==> config.mk <==
export PLATFORM = sky130hd
export DESIGN_NAME = button_event_gen
export DESIGN_NICKNAME = d
export VERILOG_FILES = /design/src/rtl/button_event_gen.sv
export SDC_FILE = /design/constraint.sdc
export NUM_CORES = 1
export LEC_CHECK = 0
export BUFFER_PORTS_ARGS = -buffer_cell sky130_fd_sc_hd__buf_2
export CAP_MARGIN = 20
export CORE_UTILIZATION = 45
export DETAILED_ROUTE_END_ITERATION = 6
export GPL_ROUTABILITY_DRIVEN = 1
export HOLD_SLACK_MARGIN = 0.1
export SLEW_MARGIN = 10
export SYNTH_ARGS = -nofsm -noshare
export SYNTH_HDL_FRONTEND = slang
export SYNTH_SLANG_ARGS = --single-unit
==> constraint.sdc <==
create_clock -name clock -period 4.7 [get_ports clock]
set_clock_uncertainty 0.2 [all_clocks]
set_input_delay 0.235 -clock clock [delete_from_list [all_inputs] [get_ports clock]]
set_output_delay 0.235 -clock clock [all_outputs]
set_load 0.05 [all_outputs]
==> src/rtl/button_event_gen.sv <==
// Converts the debounced mode/add/sub levels into single-cycle command events.
// Optional feature macro REPEAT_ACCEL_EN: halve the auto-repeat interval after four repeat pulses.
module button_event_gen #(
    parameter int unsigned LONG_PRESS_COUNT = 150000000,
    parameter int unsigned REPEAT_COUNT     = 20000000
) (
    input  logic clock,
    input  logic reset,
    input  logic mode_button,
    input  logic add_button,
    input  logic sub_button,
    output logic mode_short,
    output logic mode_long,
    output logic add_pulse,
    output logic sub_pulse
);
    localparam logic [31:0] LONG_CNT   = 32'(LONG_PRESS_COUNT);
    localparam logic [31:0] REPEAT_CNT = 32'(REPEAT_COUNT);
`ifdef REPEAT_ACCEL_EN
    localparam logic [31:0] FAST_CNT   = (REPEAT_COUNT / 2 > 0) ? 32'(REPEAT_COUNT / 2) : 32'd1;
`endif

    typedef enum logic [1:0] {M_IDLE, M_PRESSED, M_HELD} mode_state_t;
    typedef enum logic [2:0] {AS_IDLE, ADD_HOLD, ADD_RPT, SUB_HOLD, SUB_RPT} as_state_t;

    mode_state_t mode_state, mode_state_next;
    as_state_t   as_state, as_state_next;
    logic [31:0] mode_cnt, mode_cnt_next, mode_cnt_inc;
    logic [31:0] as_cnt, as_cnt_next, as_cnt_inc;
    logic [31:0] repeat_interval;
    logic        mode_prev, add_prev, sub_prev;
    logic        mode_rise, add_rise, sub_rise;
    logic        mode_short_next, mode_long_next, add_pulse_next, sub_pulse_next;
    logic        as_emit, as_is_add, as_owner_add, as_held;
`ifdef REPEAT_ACCEL_EN
    logic [2:0]  rpt_cnt, rpt_cnt_next;
`endif

    assign mode_rise = mode_button & ~mode_prev;
    assign add_rise  = add_button & ~add_prev;
    assign sub_rise  = sub_button & ~sub_prev;

    // Hold counters saturate instead of wrapping on very long presses.
    assign mode_cnt_inc = (mode_cnt == '1) ? mode_cnt : mode_cnt + 32'd1;
    assign as_cnt_inc   = (as_cnt == '1) ? as_cnt : as_cnt + 32'd1;

    assign as_owner_add = (as_state == ADD_HOLD) || (as_state == ADD_RPT);
    assign as_held      = as_owner_add ? add_button : sub_button;

`ifdef REPEAT_ACCEL_EN
    assign repeat_interval = (rpt_cnt >= 3'd4) ? FAST_CNT : REPEAT_CNT;
`else
    assign repeat_interval = REPEAT_CNT;
`endif

    // NOTE: previous-sample registers reset to 1, so a button already held when
    // reset is released must be released and pressed again before it fires.
    always_ff @(posedge clock or posedge reset) begin
        if (reset) begin
            mode_state <= M_IDLE;
            as_state   <= AS_IDLE;
            mode_cnt   <= '0;
            as_cnt     <= '0;
            mode_prev  <= 1'b1;
            add_prev   <= 1'b1;
            sub_prev   <= 1'b1;
            mode_short <= 1'b0;
            mode_long  <= 1'b0;
            add_pulse  <= 1'b0;
            sub_pulse  <= 1'b0;
`ifdef REPEAT_ACCEL_EN
            rpt_cnt    <= '0;
`endif
        end else begin
            // NOTE: state registers use non-blocking assignment so every register
            // samples the pre-edge values regardless of statement order.
            mode_state <= mode_state_next;
            as_state   <= as_state_next;
            mode_cnt   <= mode_cnt_next;
            as_cnt     <= as_cnt_next;
            mode_prev  <= mode_button;
            add_prev   <= add_button;
            sub_prev   <= sub_button;
            mode_short <= mode_short_next;
            mode_long  <= mode_long_next;
            add_pulse  <= add_pulse_next;
            sub_pulse  <= sub_pulse_next;
`ifdef REPEAT_ACCEL_EN
            rpt_cnt    <= rpt_cnt_next;
`endif
        end
    end

    // NOTE: every signal driven here gets a default first, so no path infers a latch.
    always_comb begin
        mode_state_next = mode_state;
        mode_cnt_next   = mode_cnt_inc;
        mode_short_next = 1'b0;
        mode_long_next  = 1'b0;
        case (mode_state)
            M_IDLE: begin
                mode_cnt_next = mode_cnt;
                if (mode_rise) begin
                    mode_state_next = M_PRESSED;
                    mode_cnt_next   = '0;
                end
            end
            M_PRESSED: begin
                if (!mode_button) begin
                    mode_state_next = M_IDLE;
                    mode_cnt_next   = mode_cnt;
                    mode_short_next = 1'b1;
                end else if (mode_cnt_inc == LONG_CNT) begin
                    mode_state_next = M_HELD;
                    mode_long_next  = 1'b1;
                end
            end
            M_HELD: begin
                if (!mode_button) begin
                    mode_state_next = M_IDLE;
                    mode_cnt_next   = mode_cnt;
                end
            end
            default: begin
                mode_state_next = M_IDLE;
                mode_cnt_next   = '0;
            end
        endcase
    end

    // Add wins a simultaneous press; the owner button alone drives the FSM until release.
    always_comb begin
        as_state_next = as_state;
        as_cnt_next   = as_cnt_inc;
        as_emit       = 1'b0;
        as_is_add     = as_owner_add;
`ifdef REPEAT_ACCEL_EN
        rpt_cnt_next  = rpt_cnt;
`endif
        case (as_state)
            AS_IDLE: begin
                as_cnt_next = as_cnt;
                as_is_add   = add_rise;
                if (add_rise) begin
                    as_state_next = ADD_HOLD;
                    as_cnt_next   = '0;
                    as_emit       = 1'b1;
                end else if (sub_rise) begin
                    as_state_next = SUB_HOLD;
                    as_cnt_next   = '0;
                    as_emit       = 1'b1;
                end
            end
            ADD_HOLD, SUB_HOLD: begin
                if (!as_held) begin
                    as_state_next = AS_IDLE;
                    as_cnt_next   = as_cnt;
                end else if (as_cnt_inc == LONG_CNT) begin
                    as_state_next = as_owner_add ? ADD_RPT : SUB_RPT;
                    as_cnt_next   = '0;
                    as_emit       = 1'b1;
`ifdef REPEAT_ACCEL_EN
                    rpt_cnt_next  = 3'd1;
`endif
                end
            end
            ADD_RPT, SUB_RPT: begin
                if (!as_held) begin
                    as_state_next = AS_IDLE;
                    as_cnt_next   = as_cnt;
`ifdef REPEAT_ACCEL_EN
                    rpt_cnt_next  = '0;
`endif
                end else if (as_cnt_inc == repeat_interval) begin
                    as_cnt_next   = '0;
                    as_emit       = 1'b1;
`ifdef REPEAT_ACCEL_EN
                    rpt_cnt_next  = (rpt_cnt == 3'd4) ? rpt_cnt : rpt_cnt + 3'd1;
`endif
                end
            end
            default: begin
                as_state_next = AS_IDLE;
                as_cnt_next   = '0;
            end
        endcase
        add_pulse_next = as_emit & as_is_add;
        sub_pulse_next = as_emit & ~as_is_add;
    end

endmodule
==> metrics.yaml, run 1 <==
run_status:
  status: "finished clean"
route:
  viasPerCell: 6.26
  drc: 0
  drt-total-wl_microns: 15800
  ant_nets: 0
  dr.pass1.iters: 5
  vias: 5484
  drtIter0Drc: 512
  wl_per_cell_microns: 18.1
synth:
  synth_seq_area_share_pct: 32.8
  synth_enable_flop_cells: 0
  yosys_warnings: 0
  syn_inst: 719
  syn_avg_cell_area_sq_um: 8.07
  synth_cell_type_count: 75
  synth-seq-cells: 76
  synthesis.nets: 729
  synth_flop_cell: "dfrtp_1"
  synthArstFlopShare_pct: 100
  synth_area_sq_mm: 0.00580
die:
  die_area_sq_mm: 0.0134
  fp.dieH_microns: 116
  core_area_sq_mm: 0.0126
  dieWidth_microns: 116
  rows: 41
  initial_core_util_pct: 46.0
  boundaryPins: 9
placement:
  finalWeightedCongestion: 0.946
  hpwl_microns: 11500
  port_buffers: 8
  pre_cts_slack_ps: 345
cells_and_area:
  diodes: 0
  final_layout_size_suffix_gt1_share_pct: 9.52
  seq_area_sq_mm: 0.00191
  multi_input_area_sq_mm: 0.00359
  fillers: 1233
  area_growth_pct: 7.85
  final_nets: 709
sta:
  slew_headroom_pct: 43.3
  fin_crit_sh_pct: 93.5
  max_slew.worst_pin.slew_ps: 851
  setup_viol: 0
  setup_ws_ps: 306
  fin_tns_setup_ps: 0
  clock.fmax_mhz: 228
  hold_viol: 0
  period_needed_ps: 4390
  drv_slew: 0
  rsz0062_at_grt: "false"
grt:
  grt_pass1_wl_microns: 25900
  grt-ovfl-total: 0
  first_global_vias: 4993
  grt_max_degree: 52
  grt.total_usage_pct: 25.0
  grtUsageMet3_pct: 4.24
  gr-usage-met1_pct: 36.6
  antenna_found_initial: 0
  use_met2_pct: 36.8
  top_usage_layer: "met2"
cts:
  clkTransAtPathRegs_ps: 60
  clk_latency_ps: 350
  numCtsBuffers: 9
  root_buffer: "clkbuf_16"
  cts_tree: "yes"
  cts.sinks: 76
  cts_setup_buffers: 0
  htree_levels: 3
  clock_path_buffers: 2
worst_setup_path:
  startpoint_type: "flop"
  r2r_slack_ps: 310
  worstPathArrival_ps: 4400
  path_max_fanout: 18
  path_class: "reg -> reg"
  critPathRequiredTime_ps: 4710
  critPathCaptureType: "flop"
power:
  vdd_ir_drop_max_mv: 0.170
  leakage_nw: 2.41
  cellPowerDensity_mw_per_mm2: 435
min_path:
  hold_class: "in -> async"
run:
  drv_cap: 0
-- critical path, stage by stage, from the launching register on --
cell and delay [ps]:
dfrtp_1 450, ha_1 350, and4_1 350, nand4_2 260, nor3_2 310, mux2_2 370, a2111oi_0 440, nand4_1 310
nor3_1 380, o31a_1 200, buf_4 230, nand2b_1 280, o311ai_1 130
-- worst paths after layout --
| path | startpoint | end | cells past startpoint |
|---|---|---|---|
| worst min register to register | mode_cnt[21] | mode_cnt[21] | 2 |
| max in group asynchronous | reset | as_cnt[3] | 4 |
| worst max-delay path | as_cnt[0] | as_cnt[17] | 12 |
| worst max register to register | as_cnt[0] | as_cnt[17] | 12 |
| min in group clock | mode_cnt[21] | mode_cnt[21] | 2 |
| worst min-delay path | reset | mode_short | 3 |
-- final cells by class --
class | count | area share [%]
clock inverters | 4 | 0.480
multi-input cells | 571 | 57.3
clock buffers | 12 | 4.26
well taps | 172 | 3.44
inverters | 12 | 0.740
repair buffers | 29 | 3.32
flip-flops and latches | 76 | 30.5
-- cells in the final DEF (no fill, tap or decap), types with 9 or more instances in the layout --
cell and count:
a21oi_1 34, a31oi_1 9, a22o_1 16, nand2_1 90, or3_1 9, xor2_1 16, and4_1 11, nor4_1 14
inv_1 11, clkbuf_16 9, and3_1 15, nand4_1 25, xnor2_1 20, nor3_1 21, dfrtp_1 73, buf_4 17
nand3_1 29, o31ai_1 19, o21ai_0 44, nor2_1 56, o21ai_1 11
-- report_power, final --
part | internal (mW) | total [mW] | switching, mW
registers | 0.764 | 0.960 | 0.196
logic | 0.393 | 1.07 | 0.674
clock network | 0.404 | 0.697 | 0.293
-- cells by family after synthesis --
group	count (synthesis)	synth area share [%]
buf+inv	72	5.82
xor+xnor	36	5.43
mux	12	2.16
compound gates	194	22.4
simple gates	324	30.3
flops	76	32.8
fa+ha+maj	5	1.08
-- repair_timing --
item                                    CTS  global route
hold endpoints to repair                 32             0
resized for setup                         0             1
endpoints found under the setup margin    0            10
hold buffers                              4             0
-- stage by stage --
stage               total power [mW]  hold slack, ps  std cells  instance area (sq um)  utilization, %
finish                          2.72             248        876                   6260            49.6
global route                    2.90             294        876                   6260            49.6
CTS                             2.73             240        876                   6250            49.5
detailed placement              2.02            58.8        856                   5920            46.9
global placement                1.99            54.9        856                   5920            46.9
floorplan                       1.76            39.5        719                   5800               -
-- cell usage after synthesis (14+ instances only) --
library cell / instances / area, sq um
nand2_1: 90 / 338
o21ai_0: 44 / 220
clkbuf_1: 31 / 116
xor2_1: 16 / 140
a21oi_1: 34 / 170
buf_2: 20 / 100
nand4_1: 25 / 156
nor4_1: 14 / 87.6
xnor2_1: 20 / 175
nor2_1: 56 / 210
o31ai_1: 19 / 143
nor3_1: 22 / 110
and3_1: 15 / 93.8
nand3_1: 29 / 145
a22o_1: 16 / 140
dfrtp_1: 73 / 1830
-- flip-flops by register name (all words and copies together) (netlist names), 2 cells and up --
register    count
as_state        3
mode_state      2
mode_cnt       32
as_cnt         32
-- routing by layer --
layer	vias up	routed length (microns)	part of all wire, %
li1	2646	-	-
met1	2652	7830	49
met2	169	6900	44
met3	17	870	5.5
met4	0	242	1.5
met5	-	0	0
No activity file was read; power rests on OpenSTA's default activity.
==> run 2, diff against run 1 <==
--- a/config.mk
+++ b/config.mk
@@ -10,6 +10,7 @@
 export CORE_UTILIZATION = 45
 export DETAILED_ROUTE_END_ITERATION = 6
 export GPL_ROUTABILITY_DRIVEN = 1
+export GPL_TIMING_DRIVEN = 0
 export HOLD_SLACK_MARGIN = 0.1
 export SLEW_MARGIN = 10
 export SYNTH_ARGS = -nofsm -noshare
==> metrics.yaml, run 2 (same netlist as run 1, synthesis figures left out) <==
cts:
  cts.sinks: 76
  numCtsBuffers: 9
  clk_latency_ps: 350
  root_buffer: "clkbuf_16"
  clock_path_buffers: 2
  clkTransAtPathRegs_ps: 70
  cts_tree: "yes"
  htree_levels: 3
worst_setup_path:
  path_buf_inv: 3
  crit_cells: 14
  reg2reg_from: "as_cnt[0]"
  critPathTopFamily: "simple AND/OR/NAND/NOR gates"
  r2r_slack_ps: 250
  path_max_fanout: 10
  worstPathArrival_ps: 4490
  path_cells: "ha_2 > and4_1 > clkbuf_1 > nand4_2 > nor3_2 > mux2_2 > a2111oi_0 > nand4_1 > nor3_2 > o31a_1 > buf_6 > buf_6 > o22ai_1 > a31o_1"
  cp_slowest_cell: "dfrtp_1"
  startpoint: "as_cnt[0]"
  critPathCaptureType: "flop"
  critPathRequiredTime_ps: 4750
  r2r_end: "as_cnt[31]"
  path_class: "reg -> reg"
  startpoint_type: "flop"
  worstRegToRegCells: 14
  slowest_delay_ps: 440
  cp-endpoint: "as_cnt[31]"
run:
  drv_cap: 0
cells_and_area:
  diodes: 0
  top_regs: "as_cnt (32), mode_cnt (32), as_state (3)"
  mostFrequentLayoutCells: "nand2_1, dfrtp_1, nor2_1"
  mostFrequentLayoutCell: "nand2_1"
  final_nets: 754
  final_layout_size_suffix_gt1_share_pct: 11.1
  area_growth_pct: 11.1
  finish.instance_area_sq_mm: 0.00645
die:
  boundaryPins: 9
  rows: 41
  core_area_sq_mm: 0.0126
  initial_core_util_pct: 46.0
  fp.dieH_microns: 116
  die_area_sq_mm: 0.0134
  dieWidth_microns: 116
min_path:
  hold_class: "in -> async"
route:
  drc: 0
  drt-total-wl_microns: 16900
  vias: 5605
  ant_nets: 0
  dr.pass1.iters: 5
  drtIter0Drc: 423
  viasPerCell: 6.09
  wl_per_cell_microns: 18.4
placement:
  port_buffers: 8
  postPlaceCellArea_sq_mm: 0.00609
  hpwl_microns: 12600
  finalWeightedCongestion: 0.941
  pre_cts_slack_ps: 4.63
power:
  vdd_ir_drop_max_mv: 0.219
  power.total_mw: 2.81
  cellPowerDensity_mw_per_mm2: 435
  leakage_nw: 2.53
grt:
  grt_max_degree: 55
  grt.total_usage_pct: 26.7
  grt_pass1_wl_microns: 27400
  first_global_vias: 5302
  antenna_found_initial: 0
  grt-ovfl-total: 0
sta:
  fin_tns_setup_ps: 0
  period_needed_ps: 4450
  max_slew.worst_pin.slew_ps: 815
  timing.hold.ws_ps: 192
  setup_ws_ps: 254
  rsz0062_at_grt: "false"
  clock.fmax_mhz: 225
  hold_viol: 0
  drv_slew: 0
  slew_headroom_pct: 45.7
  fin_crit_sh_pct: 94.6
  setup_viol: 0
run_status:
  status: "finished clean"
## run 2: report_power, final
group	switching [mW]	internal, mW
sequential	0.0923	0.764
clock	0.311	0.365
combinational	0.846	0.429
total	1.25	1.56
## run 2: timing repair
action | in CTS | in global routing
setup buffers | 1 | 0
setup endpoints to repair | 2 | 31
resized for setup | 0 | 5
hold buffers | 4 | 0
endpoints found under the hold margin | 80 | 0
pin swaps | 1 | 1
## run 2: per-stage QoR
step	util, %	instances
2_1_floorplan	-	719
3_3_place_gp	48.0	899
3_5_place_dp	48.3	900
4_1_cts	50.9	921
5_1_grt	51.1	921
6_report	51.1	921
## run 2: layer usage
metal / vias to the layer above / track usage (%) / part of all wire (%) / routed length [microns]
met5: - / 0 / 0 / 0
met4: 0 / 13.2 / 3.0 / 501
met3: 33 / 3.77 / 3.9 / 661
met2: 141 / 46.2 / 49 / 8260
met1: 2699 / 32.5 / 44 / 7480
li1: 2732 / - / - / -
## run 2: how the worst min path moves through the flow
stage,startpoint,to,depth (start not counted)
final,reset,sub_pulse,3
after global placement,sub_button,sub_prev,1
after CTS,reset,sub_pulse,3
after detailed placement,reset,sub_pulse,2
after global routing,reset,sub_pulse,3
after floorplan,add_button,add_prev,0
## run 2: tightest hold or removal path, stage by stage
cell	delay (ps)
dlygate4sd3_1	530
buf_2	130
inv_4	240
## run 2: final cells by class
class                      instances  area (sq um)
inverter                          12          47.5
tap                              172           215
timing repair buffer              14           115
clock inverter                     7          60.1
buffer                            60           293
clock buffer                       9           225
multi-input combinational        571          3590
fill                            1219          6170
sequential                        76          1910
==> run 3, diff against run 2 <==
--- a/config.mk
+++ b/config.mk
@@ -12,6 +12,7 @@
 export GPL_ROUTABILITY_DRIVEN = 1
 export GPL_TIMING_DRIVEN = 0
 export HOLD_SLACK_MARGIN = 0.1
+export MAX_ROUTING_LAYER = met4
 export SLEW_MARGIN = 10
 export SYNTH_ARGS = -nofsm -noshare
 export SYNTH_HDL_FRONTEND = slang
==> metrics.yaml, run 3 (same netlist as run 1, synthesis figures left out) <==
cells_and_area:
  fillers: 1248
  diodes: 0
  final_nets: 757
  finish.instance_area_sq_mm: 0.00648
  mostFrequentLayoutCell: "nand2_1"
  final_layout_size_suffix_gt1_share_pct: 11.3
  mostFrequentLayoutCells: "nand2_1, dfrtp_1, nor2_1"
  layoutNonFillerInstCount: 924
  area_growth_pct: 11.8
  top_regs: "as_cnt (32), mode_cnt (32), as_state (3)"
worst_setup_path:
  slowest_delay_ps: 560
  worstPathArrival_ps: 4660
  path_buf_inv: 4
  path_class: "reg -> reg"
  path_cells: "ha_1 > and4_1 > clkbuf_1 > nand4_2 > nor3_2 > mux2_2 > a2111oi_0 > nand4_1 > buf_4 > nor3_2 > o31a_1 > buf_6 > buf_6 > o22ai_1 > a31o_1"
  critPathRequiredTime_ps: 4750
  critPathTopFamily: "simple AND/OR/NAND/NOR gates"
  critPathCaptureType: "flop"
  cp_slowest_cell: "a2111oi_0"
  startpoint_type: "flop"
  path_max_fanout: 10
route:
  ant_nets: 0
  wl_per_cell_microns: 18.7
  drtIter0Drc: 403
  vias: 5667
  viasPerCell: 6.13
  drt-total-wl_microns: 17300
  dr.pass1.iters: 5
  drc: 0
sta:
  drv_slew: 0
  max_slew.worst_pin.slew_ps: 809
  clock.fmax_mhz: 217
  slew_headroom_pct: 46.1
  period_needed_ps: 4610
  setup_viol: 0
  fin_crit_sh_pct: 98.2
  hold_viol: 0
placement:
  hpwl_microns: 12700
  postPlaceCellArea_sq_mm: 0.00609
  finalWeightedCongestion: 0.939
  port_buffers: 8
  placedCellCount: 900
power:
  vdd_ir_drop_max_mv: 0.187
  cellPowerDensity_mw_per_mm2: 441
  power.total_mw: 2.86
  leakage_nw: 2.55
grt:
  first_global_vias: 5444
  grt.total_usage_pct: 28.3
  grt-ovfl-total: 0
  antenna_found_initial: 0
  grt_pass1_wl_microns: 27900
  grt_max_degree: 55
min_path:
  hold_class: "in -> async"
die:
  initial_core_util_pct: 46.0
  die_area_sq_mm: 0.0134
  boundaryPins: 9
  dieWidth_microns: 116
  fp.dieH_microns: 116
  core_area_sq_mm: 0.0126
  rows: 41
cts:
  cts_tree: "yes"
  root_buffer: "clkbuf_16"
  clk_latency_ps: 360
  clock_path_buffers: 2
  numCtsBuffers: 9
  htree_levels: 3
  cts.sinks: 76
  clkTransAtPathRegs_ps: 70
run:
  drv_cap: 0
run_status:
  status: "finished clean"
[run 3: routing by layer]
metal,share of wire [%],GRT usage (%),routed length (microns),vias up
met5,0,-,0,-
met2,48,46.6,8370,152
li1,-,-,-,2736
met4,4.4,17.7,761,0
met3,4.1,3.35,701,60
met1,43,32.9,7450,2719
[run 3: repair_timing]
| action | CTS | global route |
|---|---|---|
| resized for setup | 0 | 4 |
| setup endpoints to repair | 0 | 31 |
| setup buffers | 0 | 4 |
| hold buffers | 4 | 0 |
| endpoints found under the hold margin | 81 | 0 |
[run 3: final cells by class]
type / instances / area [sq um] / area share (%)
Inverter: 12 / 47.5 / 0.733
Sequential cell: 76 / 1910 / 29.4
Multi-Input combinational cell: 571 / 3580 / 55.3
Clock buffer: 9 / 225 / 3.47
Timing Repair Buffer: 17 / 138 / 2.12
Tap cell: 172 / 215 / 3.32
Buffer: 60 / 293 / 4.52
Clock inverter: 7 / 75.1 / 1.16
[run 3: worst paths after layout]
check	from	end	slack, ps	depth (start not counted)
setup / recovery	as_cnt[0]	as_cnt[31]	90	15
hold / removal	reset	sub_pulse	190	3
setup reg to reg	as_cnt[0]	as_cnt[31]	90	15
hold reg to reg	mode_state[0]	mode_state[0]	330	1
max in group asynchronous	reset	mode_prev	3500	4
min in group clock	mode_state[0]	mode_state[0]	330	1
[run 3: through the flow]
step | setup slack, ps | hold slack (ps) | util [%] | setup TNS (ps)
detailed placement | 36.8 | 26.8 | 48.3 | 0
floorplan | 920 | 39.5 | - | 0
global route | -2.65 | 217 | 51.4 | -2.65
global placement | -6.10 | 192 | 48.0 | -9.95
finish | 85.7 | 193 | 51.4 | 0
CTS | 8.65 | 190 | 51.0 | 0
[run 3: power breakdown]
group          leakage (nW)  internal (mW)  switching (mW)  total [mW]
Clock                 0.138          0.413           0.312       0.725
Combinational          1.40          0.427           0.855        1.28
Sequential             1.02          0.764          0.0898       0.854
Total                  2.55           1.60            1.26        2.86
[run 3: tightest hold or removal path, stage by stage]
cell           delay, ps
dlygate4sd3_1        530
buf_2                130
inv_4                250
